## config.mk

```make
export PLATFORM = sky130hd
export DESIGN_NAME = mmcm_drp_ctrl
export DESIGN_NICKNAME = d
export VERILOG_FILES = /design/src/rtl/mmcm_drp_ctrl.sv
export SDC_FILE = /design/constraint.sdc
export NUM_CORES = 1
export LEC_CHECK = 0
export CORE_UTILIZATION = 54
export CTS_BUF_LIST = sky130_fd_sc_hd__clkbuf_4
export DETAILED_ROUTE_END_ITERATION = 12
export GPL_TIMING_DRIVEN = 0
export PLACE_DENSITY = 0.89
export SLEW_MARGIN = 30
export SYNTH_ARGS = -nofsm -noshare
export SYNTH_HDL_FRONTEND = slang
export SYNTH_SLANG_ARGS = --single-unit
```

## constraint.sdc

```tcl
create_clock -name clk -period 7.3 [get_ports clk]
set_clock_uncertainty 0.1 [all_clocks]
set_input_delay 1.095 -clock clk [delete_from_list [all_inputs] [get_ports clk]]
set_output_delay 1.095 -clock clk [all_outputs]
set_load 0.005 [all_outputs]
```

## src/rtl/mmcm_drp_ctrl.sv

```systemverilog
// mmcm_drp_ctrl: masked DRP read-modify-write of one MMCM register with reset hold and re-lock wait
module mmcm_drp_ctrl #(
    parameter int RST_HOLD     = 8,
    parameter int DRDY_TIMEOUT = 64,
    parameter int LOCK_TIMEOUT = 65535
) (
    input  logic        clk,
    input  logic        reset,
    input  logic        req,
    input  logic [6:0]  req_addr,
    input  logic [15:0] req_data,
    input  logic [15:0] req_mask,
    output logic        busy,
    output logic        done,
    output logic        err,
    output logic        drp_den,
    output logic        drp_dwe,
    output logic [6:0]  drp_daddr,
    output logic [15:0] drp_di,
    input  logic [15:0] drp_do,
    input  logic        drp_drdy,
    output logic        mmcm_rst,
    input  logic        mmcm_locked
);
    localparam int CMAX = (LOCK_TIMEOUT > DRDY_TIMEOUT) ?
                          ((LOCK_TIMEOUT > RST_HOLD) ? LOCK_TIMEOUT : RST_HOLD) :
                          ((DRDY_TIMEOUT > RST_HOLD) ? DRDY_TIMEOUT : RST_HOLD);
    localparam int CW = $clog2(CMAX + 1);

    typedef enum logic [2:0] {
        S_IDLE, S_HOLD, S_RD_REQ, S_RD_WAIT, S_WR_REQ, S_WR_WAIT, S_RELEASE, S_LOCK_WAIT
    } state_t;

    state_t        state_q, state_d;
    logic [CW-1:0] cnt_q, cnt_d;
    logic          busy_q, busy_d, done_q, done_d, err_q, err_d, rst_q, rst_d;
    logic [6:0]    addr_q, addr_d;
    logic [15:0]   data_q, data_d, mask_q, mask_d, di_q, di_d;
    logic [1:0]    lock_q;

    // LOCKED is asynchronous to DCLK, so bring it in through two flops
    always_ff @(posedge clk or posedge reset)
        if (reset) lock_q <= '0;
        else       lock_q <= {lock_q[0], mmcm_locked};

    // state, counter and output registers
    always_ff @(posedge clk or posedge reset)
        if (reset) begin
            state_q <= S_IDLE;
            cnt_q   <= '0;
            busy_q  <= 1'b0;
            done_q  <= 1'b0;
            err_q   <= 1'b0;
            rst_q   <= 1'b0;
            addr_q  <= '0;
            data_q  <= '0;
            mask_q  <= '0;
            di_q    <= '0;
        end else begin
            state_q <= state_d;
            cnt_q   <= cnt_d;
            busy_q  <= busy_d;
            done_q  <= done_d;
            err_q   <= err_d;
            rst_q   <= rst_d;
            addr_q  <= addr_d;
            data_q  <= data_d;
            mask_q  <= mask_d;
            di_q    <= di_d;
        end

    // sequencing: cnt counts cycles since entering a timed state, so pulses land exactly on the limit
    always_comb begin
        state_d = state_q;
        cnt_d   = cnt_q + CW'(1);
        busy_d  = busy_q;
        done_d  = 1'b0;
        err_d   = 1'b0;
        rst_d   = rst_q;
        addr_d  = addr_q;
        data_d  = data_q;
        mask_d  = mask_q;
        di_d    = di_q;
        case (state_q)
            S_IDLE: if (req) begin
                state_d = S_HOLD;
                busy_d  = 1'b1;
                rst_d   = 1'b1;
                cnt_d   = CW'(1);
                addr_d  = req_addr;
                data_d  = req_data;
                mask_d  = req_mask;
            end
            S_HOLD: if (cnt_q == CW'(RST_HOLD)) state_d = S_RD_REQ;
            S_RD_REQ: begin
                state_d = S_RD_WAIT;
                cnt_d   = CW'(1);
            end
            S_RD_WAIT, S_WR_WAIT: if (drp_drdy) begin
                state_d = (state_q == S_RD_WAIT) ? S_WR_REQ : S_RELEASE;
                di_d    = (state_q == S_RD_WAIT) ? ((drp_do & mask_q) | (data_q & ~mask_q)) : di_q;
            end else if (cnt_q == CW'(DRDY_TIMEOUT - 1)) begin
                state_d = S_IDLE;
                err_d   = 1'b1;
                busy_d  = 1'b0;
                rst_d   = 1'b0;
            end
            S_WR_REQ: begin
                state_d = S_WR_WAIT;
                cnt_d   = CW'(1);
            end
            S_RELEASE: begin
                state_d = S_LOCK_WAIT;
                rst_d   = 1'b0;
                cnt_d   = '0;
            end
            S_LOCK_WAIT: if (lock_q[1] || cnt_q == CW'(LOCK_TIMEOUT - 1)) begin
                state_d = S_IDLE;
                done_d  = lock_q[1];
                err_d   = !lock_q[1];
                busy_d  = 1'b0;
            end
            default: state_d = S_IDLE;
        endcase
    end

    assign busy      = busy_q;
    assign done      = done_q;
    assign err       = err_q;
    assign mmcm_rst  = rst_q;
    assign drp_den   = (state_q == S_RD_REQ) || (state_q == S_WR_REQ);
    assign drp_dwe   = (state_q == S_WR_REQ);
    assign drp_daddr = addr_q;
    assign drp_di    = di_q;
endmodule

```

# Word level (Yosys, flattened, before mapping)
# Index checks and enable logic that the tools add are counted.
# Widths: inputs -> output; s select.
totals:
  register_bits: 80
  inputBits: 60
  output_inout_bits: 29
op_classes:
  addsub: 1
  n_eq_ne: 16
  n_mux: 21
  bitwise: 4
  reduce_logical: 13
op_table:
  columns: ["op", "count"]
  rows:
  - ["$pmux 16 s3", 1]
  - ["$and 16x16->16", 2]
  - ["$pmux 3 s7", 1]
  - ["$add 16x1->16 const B", 1]
  - ["$eq 16x16->1 const B", 1]
  - ["$eq 16x4->1 const B", 1]
  - ["$eq 16x6->1 const B", 1]
  - ["$mux 16", 1]
  - ["$not 16->16", 1]
  - ["$or 16x16->16", 1]
  - ["$mux 3", 5]
  - ["$eq 3x3->1 const B", 4]
  - ["$ne 2x2->1 const B", 5]
  - ["$mux 1", 9]
  - ["$reduce_and 4->1", 2]
  - ["$eq 3x2->1 const B", 2]
  - ["$pmux 1 s3", 2]
  - ["$reduce_bool 3->1", 2]
  - ["$reduce_and 5->1", 1]
  - ["$reduce_or 2->1", 2]
  - ["$eq 3x1->1 const B", 1]
  - ["$logic_not 3->1", 1]
  - ["$ne 3x3->1 const B", 1]
  - ["$reduce_and 3->1", 1]
  - ["other kinds (5)", 6]

# Longest topological paths before layout
# Gate-level depths: netlist (run 1).
logic_depth:
  word_depth: 4
  ltp_mapped: 7
  ltp_nobuf: 7

# Worst setup path after synthesis (run 1)
# Ideal clock, no wire load.
synth_path:
  kind: "in2reg"
  startpoint: "in drp_drdy"
  endpoint: "reg err_q, in the netlist err"
  setup_ns: 0.077
  arrival_time_ns: 1.986
  required_time_ns: 7.123
  setup_slack_ns: 5.137
  stages: 4
  path_buffers: 0
  path_cell_list: "nor4b_1 -> nand4_1 -> or3b_1 -> a21oi_1"
synth_between:
  elab_chain_cells: 2
synth_lines:
  columns: ["item", "line_no", "rtl"]
  rows:
  - ["from (decl)", "21", "input logic drp_drdy,"]
  - ["$mux 1", "99", "S_RD_WAIT, S_WR_WAIT: if (drp_drdy) begin"]
  - ["$pmux 1 s2", "84", "case (state_q)"]
  - ["named net err_d", "36", "logic busy_q, busy_d, done_q, done_d, err_q, err_d, rst_q, rst_d;"]
  - ["to (signal assigned)", "64", "err_q <= err_d;"]
  - ["to (decl)", "36", null]
# The timed path passes the listed nets, and every way through them passes these cells.
# A chain may end at the register's enable or synchronous reset.

# Worst setup path in the final report (run 1)
layout_path:
  startpoint: "reg state_q[2]"
  endpoint: "out drp_den"
layout_between:
  elab_chain_cells: 2
layout_lines:
  columns: ["item", "line_no", "rtl"]
  rows:
  - ["from (decl)", "34", "state_t state_q, state_d;"]
  - ["from (signal assigned)", "60", "state_q <= state_d;"]
  - ["$eq 3x2->1 or $eq 3x3->1 (tied branches)", "131", "assign drp_den = (state_q == S_RD_REQ) || (state_q == S_WR_REQ);"]
  - ["$logic_or 1x1->1 *", "131", null]
  - ["to (decl)", "16", "output logic drp_den,"]
# Every way passes the cells marked *; elsewhere a longest branch is shown, timed or not.

==> results.md, run 1 <==
- Worst Path Required: 6110 ps
- Vias in the first global route: 2537
- Max stage delay cell, worst path: clkdlybuf4s50_1
- Port bufs: 88
- Hold Path Depth: 0
- Clock root buffer: clkbuf_4
- Total power: 1.64 mW
- WS Path Type: reg2out
- Crit. End Element: output port
- DRT iter0 DRCs: 113
- Number of setup buffers added after CTS: 0
- GR Overflow Total: 0
- Cell Rows: 28
- Power Internal: 1.12 mW
- PostCTS Resize Cnt: 0
- Slowest Stage Delay on Critical Path: 500 ps
- DR vias/cell: 5.45
- Hold WC Path Type: reg2reg
- Met3 Track Usage GR: 4.07%
- FF/Latch Area: 0.00200 mm²
- Initial Util: 57.3%
- Layout cells sized above 1: 18.8%
- Max cap viols: 0
- Crit path DAT: 1850 ps
- Leak: 2.03 nW
- Fin. max-slew vios: 0
- Setup violators final: 0
- GRT Total Usage: 23.7%
- Crit path time final: 3040 ps
- Post-route setup TNS: 0 ps
- Slew headroom: 63.6%
- Post-Route WL: 7.52 mm
- Synth Cell Area: 0.00347 mm²
- Area of the core: 0.00606 mm²
- Ys Warns: 0
- FMAX: 328 MHz
- Fillers: 385
- Largest net degree at the start of global routing: 45
- Switching portion of total power: 31.3%
- R2R depth: 5
- Synth Register Bits: 80
- Yosys cell types: 38
- Startpoint Class: register
- Mean post-synth cell area: 12.2 µm²
- WL/cell: 16.2 µm
- Routed Antenna Nets: 0
- Post-DP Area: 0.00447 mm²
- Worst-Margin Slew: 547 ps
- Die Wd: 82.2 µm
- Clk network pwr share: 18.1%
- VDD IR-drop max: 0.224 mV
- CTS tree: built
- Status: completed
- RR Startpoint: cnt_q[0]
- Total CTS buffers: 9
- Area of the multi-input gates: 0.00139 mm²
- H-tree depth: 3
- Placed cells: 448
- Number of diodes: 0
- DIE AREA: 0.00676 mm²
- Gate power share: 37.5%
- Hold_buf cts: 0
- Min-Delay Endpoint: lock_q[1]
- Nets: 447
- Sequential share of power: 44.5%
- DP HPWL: 5.54 mm
- Pwr/cell area: 354 mW/mm²
- Area growth syn-to-layout: 33.2%
- Sw Pwr: 0.513 mW
- Syn Nets: 347
- # IOs: 89
- Final Cell Area: 0.00463 mm²
- Antenna violations before repair: 0
- Vias: 2523
- Cells after synthesis: 284
- Maximum fanout along the worst path: 10
- Met2 Use GR: 38.4%
- CTS max path bufs: 2
- GR Util met1: 31.1%
- CTS sink cnt: 80
- Worst skew pair latency: 420 ps
- Layout Cells excl Fill: 463
- Reg-to-reg setup timing slack: 5200 ps
- TritonRoute pass-1 iters: 4
- RSZ-0062 raised after global routing: false
- Fin crit share: 41.7%
- Hold path startpoint: lock_q[0]
- Worst-path clk slew: 140 ps
- GPL Wtd Cong: 0.849
- Reg2reg end: err
- Die height: 82.2 µm
- Final Hold Viols: 0
- Post-route DRC: 0
- Seq/Total Area, Yosys: 57.6%
- First-pass GRT wire length: 11.7 mm
- Crit-path cells: buf_2 > xor2_1 > and2_1 > clkdlybuf4s50_1
- Grt peak-use layer: met2
==> power by group through the flow <==
stage / clock network (mW) / logic (mW) / registers, mW
floorplan: 0 / 0.360 / 0.717
global placement: 0 / 0.587 / 0.723
detailed placement: 0 / 0.617 / 0.739
CTS: 0.299 / 0.619 / 0.729
global route: 0.320 / 0.677 / 0.751
finish: 0.296 / 0.613 / 0.728
==> Yosys cell counts <==
| library cell | count | area (µm²) |
|---|---|---|
| o211ai_1 | 1 | 7.51 |
| o31a_2 | 1 | 10.0 |
| buf_4 | 1 | 7.51 |
| and3b_2 | 1 | 10.0 |
| xor2_1 | 11 | 96.3 |
| mux2_2 | 39 | 439 |
| clkbuf_1 | 5 | 18.8 |
| and2_1 | 1 | 6.26 |
| maj3_1 | 1 | 10.0 |
| nor3_1 | 5 | 25.0 |
| and3_1 | 2 | 12.5 |
| nor2b_1 | 1 | 6.26 |
| buf_2 | 7 | 35.0 |
| o21ai_0 | 19 | 95.1 |
| nand3_1 | 8 | 40.0 |
| and4_1 | 1 | 8.76 |
| mux2_4 | 1 | 15.0 |
| o311ai_2 | 1 | 16.3 |
| nor3b_1 | 1 | 7.51 |
| inv_1 | 7 | 26.3 |
| nand2_1 | 24 | 90.1 |
| nor4_1 | 1 | 6.26 |
| dfrtp_1 | 80 | 2000 |
| nand4b_1 | 1 | 8.76 |
| mux2i_1 | 16 | 160 |
| xnor2_1 | 4 | 35.0 |
| ha_1 | 3 | 37.5 |
| a21boi_0 | 1 | 7.51 |
| nand4_2 | 1 | 12.5 |
| o22a_1 | 1 | 8.76 |
| nor4_2 | 3 | 37.5 |
| nor4b_1 | 2 | 17.5 |
| a21oi_1 | 3 | 15.0 |
| a21bo_2 | 1 | 10.0 |
| o21bai_1 | 1 | 7.51 |
| or3b_1 | 1 | 8.76 |
| nand4_1 | 6 | 37.5 |
| nor2_1 | 21 | 78.8 |
==> layer usage <==
| metal | vias up | wire length [µm] |
|---|---|---|
| li1 | 1188 | - |
| met1 | 1240 | 3340 |
| met2 | 81 | 3620 |
| met3 | 14 | 390 |
| met4 | 0 | 166 |
| met5 | - | 0 |
==> metrics by stage <==
step	utilization, %	setup WS [ps]	hold slack [ps]
final	76.4	4260	269
after floorplan	-	4050	231
after global routing	76.4	4130	286
after CTS	76.4	4240	275
after detailed placement	73.8	4350	246
after global placement	73.4	2840	236
==> worst max path at each step <==
stage / from / depth (start not counted) / end / slack [ps]
after floorplan: reset / 1 / busy / 4050
after global placement: reset / 2 / mask_q[6] / 2840
after detailed placement: req / 5 / mask_q[7] / 4350
after CTS: state_q[2] / 4 / drp_den / 4240
after global routing: state_q[2] / 4 / drp_den / 4130
final: state_q[2] / 4 / drp_den / 4260
==> cells by family (layout without fill, tap and decap cells) <==
kind of cell	after synthesis	count (layout)	synth area share [%]
buf+inv	20	124	2.52
xor+xnor	15	15	3.78
simple gates	80	80	11.9
fa+ha+maj	4	4	1.37
flops	80	80	57.6
compound gates	29	29	5.11
mux	56	56	17.7
==> layout by cell type (no fill, tap or decap), types with 6 or more instances in the layout <==
cell | synthesis | layout
nor2_1 | 21 | 21
inv_1 | 7 | 6
xor2_1 | 11 | 11
clkbuf_4 | 0 | 10
dfrtp_1 | 80 | 80
nand2_1 | 24 | 24
buf_2 | 7 | 7
nand4_1 | 6 | 6
mux2i_1 | 16 | 16
nand3_1 | 8 | 8
clkdlybuf4s50_1 | 0 | 88
mux2_2 | 39 | 39
o21ai_0 | 19 | 19
==> sequential cells by signal (all words and copies together), names as in the netlist, 2 cells and up <==
name and cells:
cnt_q 16, data_q 16, drp_daddr 7, drp_di 16, lock_q 2, mask_q 16
state_q 3
==> worst max-delay path, delay by kind of cell (launching register included) <==
family,cells,cell delay (ps)
flops,1,400
xor+xnor,1,200
simple gates,1,150
buf+inv,2,680
==> cell type report <==
| cell class | count | share of cell area [%] |
|---|---|---|
| Multi-Input combinational cell | 184 | 29.9 |
| Clock buffer | 10 | 1.62 |
| Sequential cell | 80 | 43.3 |
| Inverter | 7 | 0.622 |
| Clock inverter | 5 | 1.76 |
| Buffer | 13 | 1.32 |
| Tap cell | 75 | 2.03 |
| Timing Repair Buffer | 89 | 19.5 |
(Power assumes the default switching activity.)
==> inputs of run 2 (changes only) <==
--- a/config.mk
+++ b/config.mk
@@ -5,11 +5,11 @@
 export SDC_FILE = /design/constraint.sdc
 export NUM_CORES = 1
 export LEC_CHECK = 0
-export CORE_UTILIZATION = 54
+export CORE_UTILIZATION = 46
 export CTS_BUF_LIST = sky130_fd_sc_hd__clkbuf_4
 export DETAILED_ROUTE_END_ITERATION = 12
 export GPL_TIMING_DRIVEN = 0
-export PLACE_DENSITY = 0.89
+export PLACE_DENSITY = 0.81
 export SLEW_MARGIN = 30
 export SYNTH_ARGS = -nofsm -noshare
 export SYNTH_HDL_FRONTEND = slang
==> constraint.sdc (replaced) <==
create_clock -name clk -period 2.6 [get_ports clk]
set_clock_uncertainty 0.1 [all_clocks]
set_input_delay 0.39 -clock clk [delete_from_list [all_inputs] [get_ports clk]]
set_output_delay 0.39 -clock clk [all_outputs]
set_load 0.005 [all_outputs]
==> run 2 against run 1 <==
Global-route usage decreased by 3.3 points. Sequential share of layout area up 0.13 points. Sequential cell count is the same. Core utilization decreased by 13 points. Final cell count up 5.2%. Cell area fell by 0.30%. Register-to-register slack got worse by 4600 ps. Routed wire length shrank 3.0%. Via count down 0.95%. Clock-buffer cell count fell by 1.
==> results.md, run 2 (synthesis gave the netlist of run 1 again) <==
- Status: completed
- Port bufs: 88
- Antenna violations before repair: 0
- Most frequent cells in the layout: clkdlybuf4s50_1 (88), dfrtp_1 (80), mux2_2 (39)
- Final Cell Area: 0.00461 mm²
- Die height: 88.9 µm
- Fin crit share: 89.1%
- R2R depth: 5
- Final Hold Viols: 0
- Area of the core: 0.00729 mm²
- Crit path DAT: 1830 ps
- H-tree depth: 3
- Leak: 2.01 nW
- TritonRoute pass-1 iters: 4
- Vias: 2499
- FMAX: 431 MHz
- Crit. End Element: output port
- Area growth syn-to-layout: 32.8%
- DP HPWL: 5.46 mm
- Reg2reg end: err
- CTS sink cnt: 80
- Die Wd: 88.9 µm
- Most common cell after layout, fill and taps aside: clkdlybuf4s50_1
- PostCTS Resize Cnt: 0
- RR Startpoint: cnt_q[1]
- Post-route DRC: 0
- Cell Rows: 31
- Layout cells sized above 1: 18.6%
- Hold WC Path Type: in2async
- Largest net degree at the start of global routing: 49
- GPL Wtd Cong: 0.830
- # IOs: 89
- Fin. max-slew vios: 0
- Startpoint Class: register
- Worst-path clk slew: 130 ps
- Setup violators final: 0
- DR vias/cell: 5.13
- WS Path Type: reg2out
- Placed cells: 472
- Post-DP Area: 0.00451 mm²
- Post-route setup TNS: 0 ps
- WL/cell: 15.0 µm
- Reg-to-reg setup timing slack: 570 ps
- Pwr/cell area: 942 mW/mm²
- CTS max path bufs: 2
- Nets: 447
- Maximum fanout along the worst path: 10
- RSZ-0062 raised after global routing: false
- Slew headroom: 65.4%
- Post-Route WL: 7.30 mm
- Routed Antenna Nets: 0
- Number of diodes: 0
- Layout Cells excl Fill: 487
- GR Overflow Total: 0
- DIE AREA: 0.00790 mm²
- Worst skew pair latency: 420 ps
- Hold_buf cts: 0
- CTS tree: built
- Pre-CTS setup slack: 411 ps
- Number of setup buffers added after CTS: 0
- DRT iter0 DRCs: 94
- Final worst slack: 282 ps
- Max cap viols: 0
- Initial Util: 47.6%
- Worst Path Required: 2110 ps
- Fillers: 607
- Total CTS buffers: 9
- GRT Total Usage: 20.4%
- VDD IR-drop max: 0.477 mV
- Clock root buffer: clkbuf_4
- Worst-Margin Slew: 518 ps
- First-pass GRT wire length: 11.9 mm
- Crit path time final: 2320 ps
- Vias in the first global route: 2577
-- run 2: report_power, final --
group	internal [mW]	switching, mW	leakage, nW
registers	1.73	0.300	0.995
logic	1.03	0.684	0.960
clock network	0.186	0.416	0.0552
-- run 2: worst max-delay path, stage by stage (launching register included) --
cell and delay, ps:
dfrtp_1 400, buf_2 170, xor2_1 180, and2_1 150, clkdlybuf4s50_1 500
-- run 2: through the flow --
step / utilization, % / power [mW] / hold WS (ps)
after global placement: 61.4 / 3.70 / 244
after floorplan: - / 3.03 / 231
after detailed placement: 61.8 / 3.79 / 246
final: 63.3 / 4.35 / 215
after CTS: 63.3 / 4.39 / 218
after global routing: 63.3 / 4.68 / 219
-- run 2: per-layer routing --
| layer | GRT usage [%] | share of wire (%) | routed length (µm) |
|---|---|---|---|
| met1 | 25.8 | 42 | 3050 |
| met2 | 32.9 | 50 | 3660 |
| met3 | 6.19 | 5.9 | 429 |
| met4 | 8.21 | 2.2 | 158 |
| met5 | 0 | 0 | 0 |
-- run 2: layout make-up --
| type | instances | area (µm²) | area share [%] |
|---|---|---|---|
| Sequential cell | 80 | 2000 | 43.4 |
| Multi-Input combinational cell | 184 | 1390 | 30.0 |
| Timing Repair Buffer | 89 | 908 | 19.7 |
| Tap cell | 99 | 124 | 2.68 |
| Clock buffer | 9 | 67.6 | 1.46 |
| Buffer | 13 | 61.3 | 1.33 |
| Clock inverter | 6 | 37.5 | 0.813 |
| Inverter | 7 | 28.8 | 0.624 |
-- run 2: worst max path at each step --
stage / end / start / slack [ps] / cells past startpoint
3_3_place_gp: data_q[1] / reset / -1210 / 2
2_1_floorplan: busy / reset / 60 / 1
3_5_place_dp: drp_daddr[0] / req / 410 / 5
6_report: drp_den / state_q[2] / 280 / 4
5_1_grt: drp_den / state_q[2] / 180 / 4
4_1_cts: drp_den / state_q[2] / 250 / 4
==> inputs of run 3 (changes only) <==
--- a/config.mk
+++ b/config.mk
@@ -5,11 +5,12 @@
 export SDC_FILE = /design/constraint.sdc
 export NUM_CORES = 1
 export LEC_CHECK = 0
-export CORE_UTILIZATION = 46
+export CAP_MARGIN = 10
+export CORE_UTILIZATION = 40
 export CTS_BUF_LIST = sky130_fd_sc_hd__clkbuf_4
 export DETAILED_ROUTE_END_ITERATION = 12
 export GPL_TIMING_DRIVEN = 0
-export PLACE_DENSITY = 0.81
+export PLACE_DENSITY = 0.72
 export SLEW_MARGIN = 30
 export SYNTH_ARGS = -nofsm -noshare
 export SYNTH_HDL_FRONTEND = slang
==> run 3 against run 2 <==
Routed wire length increased by 3.5%. Setup slack got worse by 12 ps. Sequential power about the same. Sequential cell count unchanged. Clock power increased by 9.1%. Critical path type unchanged. Critical endpoint unchanged.
==> results.md, run 3 (synthesis gave the netlist of run 1 again) <==
- Status: completed
- Max cap viols: 0
- DP HPWL: 5.53 mm
- GRT Total Usage: 18.3%
- Die Wd: 95.2 µm
- Routed Antenna Nets: 0
- WL/cell: 15.3 µm
- CTS sink cnt: 80
- Final Cell Area: 0.00464 mm²
- FMAX: 429 MHz
- Port bufs: 88
- GPL Wtd Cong: 0.774
- Largest net degree at the start of global routing: 65
- Layout Cells excl Fill: 494
- Worst-Margin Slew: 518 ps
- Placed cells: 478
- Cell Rows: 33
- Worst-path clk slew: 140 ps
- # IOs: 89
- Area of the core: 0.00830 mm²
- Leak: 2.01 nW
- Pwr/cell area: 951 mW/mm²
- Post-route DRC: 0
- Startpoint Class: register
- Post-DP Area: 0.00452 mm²
- Hold WC Path Type: in2async
- H-tree depth: 3
- Post-route setup TNS: 0 ps
- Most frequent cells in the layout: clkdlybuf4s50_1 (88), dfrtp_1 (80), mux2_2 (39)
- Hold_ws: 141 ps
- Worst Path Required: 2110 ps
- Number of setup buffers added after CTS: 0
- Layout cells sized above 1: 18.8%
- Post-Route WL: 7.55 mm
- RSZ-0062 raised after global routing: false
- Area growth syn-to-layout: 33.5%
- VDD IR-drop max: 0.454 mV
- Most common cell after layout, fill and taps aside: clkdlybuf4s50_1
- Total power: 4.41 mW
- Crit path time final: 2330 ps
- TritonRoute pass-1 iters: 4
- Vias in the first global route: 2679
- Antenna violations before repair: 0
- Worst skew pair latency: 420 ps
- DIE AREA: 0.00906 mm²
- Maximum fanout along the worst path: 10
- Crit. End Element: output port
- CTS tree: built
- Die height: 95.2 µm
- DRT iter0 DRCs: 118
- Crit path DAT: 1840 ps
- Nets: 447
- Clock root buffer: clkbuf_4
- PostCTS Resize Cnt: 0
- Reg-to-reg setup timing slack: 550 ps
- DR vias/cell: 5.09
- Hold_buf cts: 0
- Slew headroom: 65.5%
- Fin crit share: 89.6%
- CTS max path bufs: 2
- Number of diodes: 0
- Vias: 2513
- Setup violators final: 0
- GR Overflow Total: 0
- Initial Util: 41.9%
- WS Path Type: reg2out
- Total CTS buffers: 9
- Fin. max-slew vios: 0
- Final Hold Viols: 0
- First-pass GRT wire length: 12.6 mm
[run 3: cell count changes in the layout (fill, tap and decap cells not counted), sizes merged]
| cell | delta |
|---|---|
| clkinvlp | +1 |
| inv | +3 |
| clkinv | -3 |
[run 3: final timing paths]
path	end	startpoint	cells after the start
max in group asynchronous	cnt_q[3]	reset	3
max reg2reg	err	cnt_q[1]	5
max	drp_den	state_q[2]	4
min	data_q[8]	reset	2
min reg2reg	lock_q[1]	lock_q[0]	0
min in group clk	lock_q[1]	lock_q[0]	0
[run 3: critical path, cell delays in order, from the launching register on]
cell and delay (ps):
dfrtp_1 400, buf_2 180, xor2_1 210, and2_1 140, clkdlybuf4s50_1 490
[run 3: through the flow]
step           setup slack (ps)  util (%)
3_3_place_gp              -1300      54.1
4_1_cts                     225      55.9
6_report                    270      55.9
3_5_place_dp                383      54.5
5_1_grt                     129      55.9
2_1_floorplan              58.3         -
[run 3: metal layers]
layer  global-route usage [%]  wire length [µm]  part of all wire (%)  up-vias
li1                         -                 -                     -     1191
met1                     23.4              3270                    43     1239
met2                     29.4              3770                    50       70
met3                     3.99               348                   4.6       13
met4                     8.96               156                   2.1        0
met5                        0                 0                     0        -
[run 3: final cells by class]
type / instances / area (µm²)
multi-input cells: 184 / 1390
fillers: 738 / 3660
plain buffers: 13 / 61.3
clock inverters: 7 / 52.6
inverters: 7 / 31.3
flip-flops and latches: 80 / 2000
repair buffers: 89 / 908
clock buffers: 9 / 67.6
well taps: 105 / 131
[run 3: report_power, final]
| part | total [mW] | switching (mW) | internal (mW) | leakage [nW] |
|---|---|---|---|---|
| combinational | 1.72 | 0.689 | 1.03 | 0.960 |
| sequential | 2.04 | 0.303 | 1.73 | 0.995 |
| clock | 0.657 | 0.455 | 0.203 | 0.0570 |
